==> config.mk <==
export PLATFORM = sky130hd
export DESIGN_NAME = qos_wrr_stream_arbiter
export DESIGN_NICKNAME = d
export VERILOG_FILES = /design/src/rtl/qos_wrr_stream_arbiter.sv
export SDC_FILE = /design/constraint.sdc
export NUM_CORES = 1
export LEC_CHECK = 0
export CORE_MARGIN = 10
export CORE_UTILIZATION = 30
export CTS_BUF_LIST = sky130_fd_sc_hd__clkbuf_8 sky130_fd_sc_hd__clkbuf_16
export CTS_CLUSTER_SIZE = 12
export DETAILED_ROUTE_END_ITERATION = 10
export MAX_ROUTING_LAYER = met4
export PLACE_DENSITY = 0.83
export SYNTH_ARGS = -nofsm -noshare
export SYNTH_HDL_FRONTEND = slang
export SYNTH_SLANG_ARGS = --single-unit
==> constraint.sdc <==
create_clock -name clk -period 4.65 [get_ports clk]
set_input_delay 0.93 -clock clk [delete_from_list [all_inputs] [get_ports clk]]
set_output_delay 0.93 -clock clk [all_outputs]
set_load 0.05 [all_outputs]
==> src/rtl/qos_wrr_stream_arbiter.sv <==
// Packet-aware weighted round-robin arbiter: grants one valid/ready stream at a time,
// holds the grant until the last beat, and lets a stream keep the grant for up to
// its QoS weight in consecutive packets.
module qos_wrr_stream_arbiter #(
  parameter int unsigned STREAM_COUNT = 4,
  parameter int unsigned DATA_W       = 32,
  parameter int unsigned QOS_W        = 4,
  localparam int unsigned ID_W        = $clog2(STREAM_COUNT)
) (
  input  logic                           clk,
  input  logic                           rst,
  input  logic                           en,
  input  logic [STREAM_COUNT-1:0]        s_valid,
  output logic [STREAM_COUNT-1:0]        s_ready,
  input  logic [STREAM_COUNT*DATA_W-1:0] s_data,
  input  logic [STREAM_COUNT-1:0]        s_last,
  input  logic [STREAM_COUNT*QOS_W-1:0]  s_qos,
  output logic                           m_valid,
  input  logic                           m_ready,
  output logic [DATA_W-1:0]              m_data,
  output logic                           m_last,
  output logic [ID_W-1:0]                m_id
);

  typedef enum logic [0:0] {StIdle, StLocked} state_e;

  state_e            state_q;
  logic [ID_W-1:0]   sel_q;
  logic [QOS_W-1:0]  credit_q;

  logic [DATA_W-1:0] data_arr [STREAM_COUNT];
  logic [QOS_W-1:0]  qos_arr  [STREAM_COUNT];

  for (genvar i = 0; i < STREAM_COUNT; i++) begin : g_unpack
    assign data_arr[i] = s_data[i*DATA_W +: DATA_W];
    assign qos_arr[i]  = s_qos[i*QOS_W +: QOS_W];
  end

  logic              cont;
  logic              found;
  logic [ID_W-1:0]   idx;
  logic [ID_W-1:0]   win;
  logic [QOS_W-1:0]  win_qos;
  logic [QOS_W-1:0]  reload;

  // Continuation keeps the current stream while credit remains; otherwise search
  // round-robin starting after the previous winner, with the previous winner last.
  always_comb begin
    cont  = (credit_q != '0) && s_valid[sel_q];
    win   = sel_q;
    found = 1'b0;
    idx   = '0;
    if (!cont) begin
      for (int unsigned k = 1; k <= STREAM_COUNT; k++) begin
        idx = ID_W'((32'(sel_q) + k) % STREAM_COUNT);
        if (!found && s_valid[idx]) begin
          win   = idx;
          found = 1'b1;
        end
      end
    end
    win_qos = qos_arr[win];
    // A weight of zero behaves as one packet per burst.
    reload  = (win_qos == '0) ? '0 : win_qos - QOS_W'(1);
  end

  always_ff @(posedge clk) begin
    if (rst) begin
      state_q  <= StIdle;
      sel_q    <= ID_W'(STREAM_COUNT - 1);
      credit_q <= '0;
    end else begin
      case (state_q)
        StIdle: begin
          if (en && |s_valid) begin
            sel_q    <= win;
            credit_q <= cont ? credit_q - QOS_W'(1) : reload;
            state_q  <= StLocked;
          end
        end
        StLocked: begin
          if (m_valid && m_ready && m_last) state_q <= StIdle;
        end
        default: state_q <= StIdle;
      endcase
    end
  end

  // Unbuffered pass-through of the locked stream.
  always_comb begin
    m_valid = 1'b0;
    m_data  = '0;
    m_last  = 1'b0;
    s_ready = '0;
    if (state_q == StLocked) begin
      m_valid        = s_valid[sel_q];
      m_data         = data_arr[sel_q];
      m_last         = s_last[sel_q];
      s_ready[sel_q] = m_ready;
    end
  end

  assign m_id = sel_q;

endmodule

==> results.yml, run 1 <==
global_route:
  grt_usage_pct: 18.3
  grt_overflow: 0
  grt_first_pass_wirelength_um: 14200
  grt_pass1_vias: 2562
  grt_max_degree: 46
  antenna_found_initial: 0
pwr:
  power_frac_seq_pct: 8.0
  finalPower_w: 0.00110
  clkPwrFrac_pct: 8.1
  swShare_pct: 44.5
  vdd_drop_max_uv: 167
  combPwrFrac_pct: 83.9
  p_int_w: 0.000608
  p_leak_nw: 1.52
  switching_power_w: 0.000487
  powerDensity_mw_per_mm2: 275
logic_synthesis:
  synthesis.area_mm2: 0.00193
  synth-main-ff-cell: "dfxtp_1"
  ys_ff_latch: 7
  synth.most_common_cell: "mux4_2"
  synthArstFlopShare_pct: 0
  syn-num-nets: 334
  synth.area.top_cells: "mux4_2 (43%), and2_1 (11%), dfxtp_1 (7.3%)"
  synth_area_per_cell_um2: 11.2
  synthCells: 173
  synth_compound_area_share_pct: 10.8
  yosysWarningCount: 0
  synthSimpleGateAreaFrac_pct: 19.5
  synth_top_area_cell: "mux4_2"
  synth_fa_ha_area_share_pct: 3.24
  synth_top_cell_area_share_pct: 43.2
  yosysSeqAreaShare_pct: 7.26
  synth_cell_types: 42
  synth_xor_area_share_pct: 1.43
  synth_top_family_by_area: "multiplexers"
  synth.area.mux_share_pct: 53.0
  ys_top_cells_by_count: "mux4_2 (37), and2_1 (35), mux2i_1 (10)"
  synth-edff-count: 0
worst_setup_path:
  worstSetupStartpointType: "input pin"
  crit_fanout: 8
  crit_top_cell: "mux4_2"
  cp-end-kind: "flop"
  cpMaxStageDelayCell: "mux4_2"
  cp_top_family: "multiplexers"
  setup.worst_path.class: "input pin to flop"
  cp_data_arrival_time_ps: 4020
  path_buf_inv: 1
  required_ps: 4750
  crit_chain: "clkdlybuf4s50_1 -> mux4_2 -> or4b_4 -> o2111ai_2 -> o2bb2ai_4 -> mux4_2 -> or2_1 -> a31oi_1 -> a221oi_1"
  critPathMaxStageDelay_ps: 570
sta:
  finalHoldViolCount: 0
  timing.final.setup_violations: 0
  min_period_over_period_pct: 84.4
  grt_setup_unrepaired: "no"
  finalClockSkew_ps: 2.49
  min_period_ps: 3920
  tns_ps: 0
  worst_pin_slew_ps: 774
  final-max-slew-violation-count: 0
  slew_headroom_pct: 48.4
  timing.fmax_mhz: 255
drt:
  wirelength_um: 9470
  ant_nets: 0
  dr.first_iter.drc_count: 135
  via_per_inst: 5.28
  drc: 0
  dr.pass1.iters: 4
  dr_total_vias: 2314
  wire_per_inst_um: 21.6
finish:
  layout.nets: 523
  drive_above_1_share_pct: 16.1
  antennaDiodeCount: 0
  utilization_pct: 63.1
  syn_to_final_growth_pct: 107
die:
  die_width_um: 100
  ios: 196
  core.rowCount: 29
  core_mm2: 0.00631
  die_h_um: 100
  start_util_pct: 30.6
  dieArea_mm2: 0.0100
placed_design:
  dpl.hpwl_um: 8200
  gp_congestion: 0.889
  portBuffers: 195
worst_hold_path:
  hold_path_class: "flop to flop"
clock_network:
  clkTransAtPathRegs_ps: 40
  cts_setup_buffers: 0
  clk_path_buf_depth: 2
  cts.sinks: 7
  postCtsHoldBufs: 0
  cts_made_buffers: 3
  h-tree-depth: 1
  root_buffer: "clkbuf_8"
  clkLatencyLatePin_ps: 240
  cts_tree: "built"
  cts_resized: 0
flow_run:
  max-cap-violations: 0
outcome:
  status: "completed"
[kinds of logic (layout without fill, tap and decap cells)]
| kind of cell | count (synthesis) | count (layout) |
|---|---|---|
| flops | 7 | 7 |
| xor+xnor | 1 | 1 |
| fa+ha+maj | 5 | 5 |
| compound gates | 27 | 27 |
| simple gates | 60 | 60 |
| mux | 51 | 51 |
| buf+inv | 22 | 210 |
[flip-flops by register name, indices dropped and copies added, names as in the netlist]
name,count
m_id,2
state_q,1
credit_q,4
[routing by layer]
layer  global-route usage (%)  vias to the layer above  share of wire (%)
li1                         -                     1078                  -
met1                     19.7                     1112                 38
met2                     33.0                      118                 53
met3                     4.74                        6                7.5
met4                     4.13                        0                1.1
met5                        -                        -                  0
[stage by stage]
stage,setup WS [ps],instance area (um^2),hold WS (ps),instances
finish,726,3990,495,438
global route,585,3990,524,438
CTS,736,3990,496,438
detailed placement,502,3940,489,434
global placement,574,3940,471,434
floorplan,169,1930,447,173
[placed cells by master, fill, tap and decap left out, types with 3 or more instances in the layout]
| master | netlist | layout |
|---|---|---|
| and3_1 | 4 | 4 |
| o21ai_0 | 4 | 4 |
| mux4_1 | 3 | 3 |
| clkbuf_8 | 0 | 3 |
| ha_1 | 5 | 5 |
| dfxtp_1 | 7 | 5 |
| mux2i_1 | 10 | 10 |
| and2_1 | 35 | 35 |
| clkdlybuf4s50_1 | 0 | 195 |
| mux4_2 | 37 | 37 |
| inv_1 | 8 | 9 |
| or2_2 | 4 | 4 |
| a21oi_1 | 6 | 6 |
| buf_4 | 0 | 3 |
[final timing paths]
kind / startpoint / to / slack, ps / depth (start not counted)
worst min-delay path: credit_q[3] / credit_q[3] / 490 / 2
worst max register to register: m_id[0] / credit_q[3] / 960 / 9
worst max-delay path: s_valid[0] / credit_q[3] / 730 / 9
worst min register to register: credit_q[3] / credit_q[3] / 490 / 2
[worst register-to-register path: stages (launching register included)]
cell and delay (ps):
dfxtp_2 320, buf_4 620, mux4_2 660, or4b_4 550, o2111ai_2 120, o2bb2ai_4 190
mux4_2 570, or2_1 240, a31oi_1 190, a221oi_1 110
[cell type report]
class / instances / area [um^2]
Timing Repair Buffer: 198 / 1970
Clock inverter: 1 / 3.75
Tap cell: 77 / 96.3
Sequential cell: 7 / 143
Clock buffer: 3 / 41.3
Multi-Input combinational cell: 144 / 1700
Fill cell: 524 / 2330
Inverter: 8 / 30.0
[power by group through the flow]
stage,Combinational [W],Sequential (W),Clock [W]
final,0.000919,0.0000880,0.0000887
after global routing,0.000983,0.0000903,0.0000954
after CTS,0.000925,0.0000879,0.0000887
after detailed placement,0.000923,0.0000887,0
after global placement,0.000907,0.0000876,0
after floorplan,0.000624,0.000100,0
No activity file was read; power rests on OpenSTA's default activity.
==> inputs of run 2 (changes only) <==
--- a/config.mk
+++ b/config.mk
@@ -6,12 +6,12 @@
 export NUM_CORES = 1
 export LEC_CHECK = 0
 export CORE_MARGIN = 10
-export CORE_UTILIZATION = 30
+export CORE_UTILIZATION = 27
 export CTS_BUF_LIST = sky130_fd_sc_hd__clkbuf_8 sky130_fd_sc_hd__clkbuf_16
 export CTS_CLUSTER_SIZE = 12
 export DETAILED_ROUTE_END_ITERATION = 10
 export MAX_ROUTING_LAYER = met4
-export PLACE_DENSITY = 0.83
+export PLACE_DENSITY = 0.79
 export SYNTH_ARGS = -nofsm -noshare
 export SYNTH_HDL_FRONTEND = slang
 export SYNTH_SLANG_ARGS = --single-unit
==> constraint.sdc (replaced) <==
create_clock -name clk -period 3.45 [get_ports clk]
set_input_delay 0.69 -clock clk [delete_from_list [all_inputs] [get_ports clk]]
set_output_delay 0.69 -clock clk [all_outputs]
set_load 0.05 [all_outputs]
==> results.yml, run 2 (same netlist as run 1, synthesis figures left out) <==
die:
  start_util_pct: 28.1
  die_h_um: 105
  core.rowCount: 30
  ios: 196
  die_width_um: 105
  core_mm2: 0.00687
  dieArea_mm2: 0.0109
placed_design:
  dpl.cell_count: 469
  portBuffers: 195
  dpl.hpwl_um: 8780
  gp_congestion: 0.861
finish:
  drive_above_1_share_pct: 29.7
  antennaDiodeCount: 0
  multi_input_area_mm2: 0.00172
  layout.nets: 539
  seqCellArea_um2: 148
  largest_reg_flops: 4
  utilization_pct: 59.5
  syn_to_final_growth_pct: 112
  final_common_cell: "clkdlybuf4s50_1"
  top_register: "credit_q"
  final_cell_mix: "clkdlybuf4s50_1 (160), buf_4 (50), mux4_2 (39), and2_1 (35), mux2i_1 (10)"
  instances_no_fill: 473
  fill_cells: 583
drt:
  dr.pass1.iters: 4
  drc: 0
  dr.first_iter.drc_count: 84
  dr_total_vias: 2373
  ant_nets: 0
  wire_per_inst_um: 21.4
  wirelength_um: 10100
  via_per_inst: 5.02
clock_network:
  clkTransAtPathRegs_ps: 40
  postCtsHoldBufs: 0
  cts_made_buffers: 3
  clkLatencyLatePin_ps: 230
  cts.sinks: 7
  clk_path_buf_depth: 2
  cts_setup_buffers: 0
  root_buffer: "clkbuf_8"
  cts_tree: "built"
  cts_resized: 3
  h-tree-depth: 1
sta:
  tns_ps: 0
  final-max-slew-violation-count: 0
  worst_pin_slew_ps: 752
  finalHoldViolCount: 0
  slew_headroom_pct: 49.8
  whs_ps: 485
  min_period_ps: 3300
  finalClockSkew_ps: 0.940
  timing.final.setup_violations: 0
  timing.fmax_mhz: 303
  min_period_over_period_pct: 95.8
global_route:
  grt_pass1_vias: 2467
  grt_first_pass_wirelength_um: 14900
  grt_overflow: 0
  grt_max_degree: 39
  antenna_found_initial: 0
  grt_usage_pct: 17.8
pwr:
  powerDensity_mw_per_mm2: 390
  p_leak_nw: 1.66
  vdd_drop_max_uv: 211
outcome:
  status: "completed"
worst_setup_path:
  cp_data_arrival_time_ps: 3400
  worstSetupStartpointType: "flop"
  crit_fanout: 8
  setup.worst_path.class: "flop to flop"
  required_ps: 3550
  cp-end-kind: "flop"
flow_run:
  max-cap-violations: 0
worst_hold_path:
  hold_path_class: "flop to flop"
## run 2: path summary, 6_finish.rpt
check	startpoint	to	slack, ps	cells past startpoint
worst min-delay path	credit_q[3]	credit_q[3]	480	2
worst max-delay path	m_id[1]	credit_q[3]	150	12
worst min register to register	credit_q[3]	credit_q[3]	480	2
worst max register to register	m_id[1]	credit_q[3]	150	12
## run 2: routing by layer
metal  track usage, %  wire length (um)
met3             3.75               632
met2             31.8              5360
met1             19.9              4020
met5                -                 0
met4             4.08               119
## run 2: layout make-up
| type | instances | share of cell area, % |
|---|---|---|
| repair buffers | 214 | 49.4 |
| multi-input cells | 144 | 42.1 |
| flip-flops and latches | 7 | 3.62 |
| well taps | 96 | 2.94 |
| clock buffers | 3 | 1.01 |
| inverters | 8 | 0.827 |
| clock inverters | 1 | 0.0919 |
## run 2: worst max-delay path, cell delays in order (launching register included)
cell and delay [ps]:
dfxtp_4 400, inv_1 100, ha_4 310, mux4_2 520, or4b_4 510, buf_4 150
nand2_2 90, o2bb2ai_4 70, buf_4 170, mux4_2 300, or2_4 270, a31oi_1 190
a221oi_1 110
## run 2: through the flow
stage	area, um^2	setup WS [ps]	power [W]
after detailed placement	4030	-311	0.00146
after floorplan	1970	-287	0.000997
final	4080	145	0.00159
after global routing	4080	-12.0	0.00170
after CTS	4070	17.6	0.00158
after global placement	4030	-233	0.00144
## run 2: where the power goes
part,switching (W),internal [W],total [W]
clock network,0.0000390,0.0000772,0.000116
registers,0.0000314,0.000103,0.000135
logic,0.000623,0.000720,0.00134
total,0.000694,0.000901,0.00159
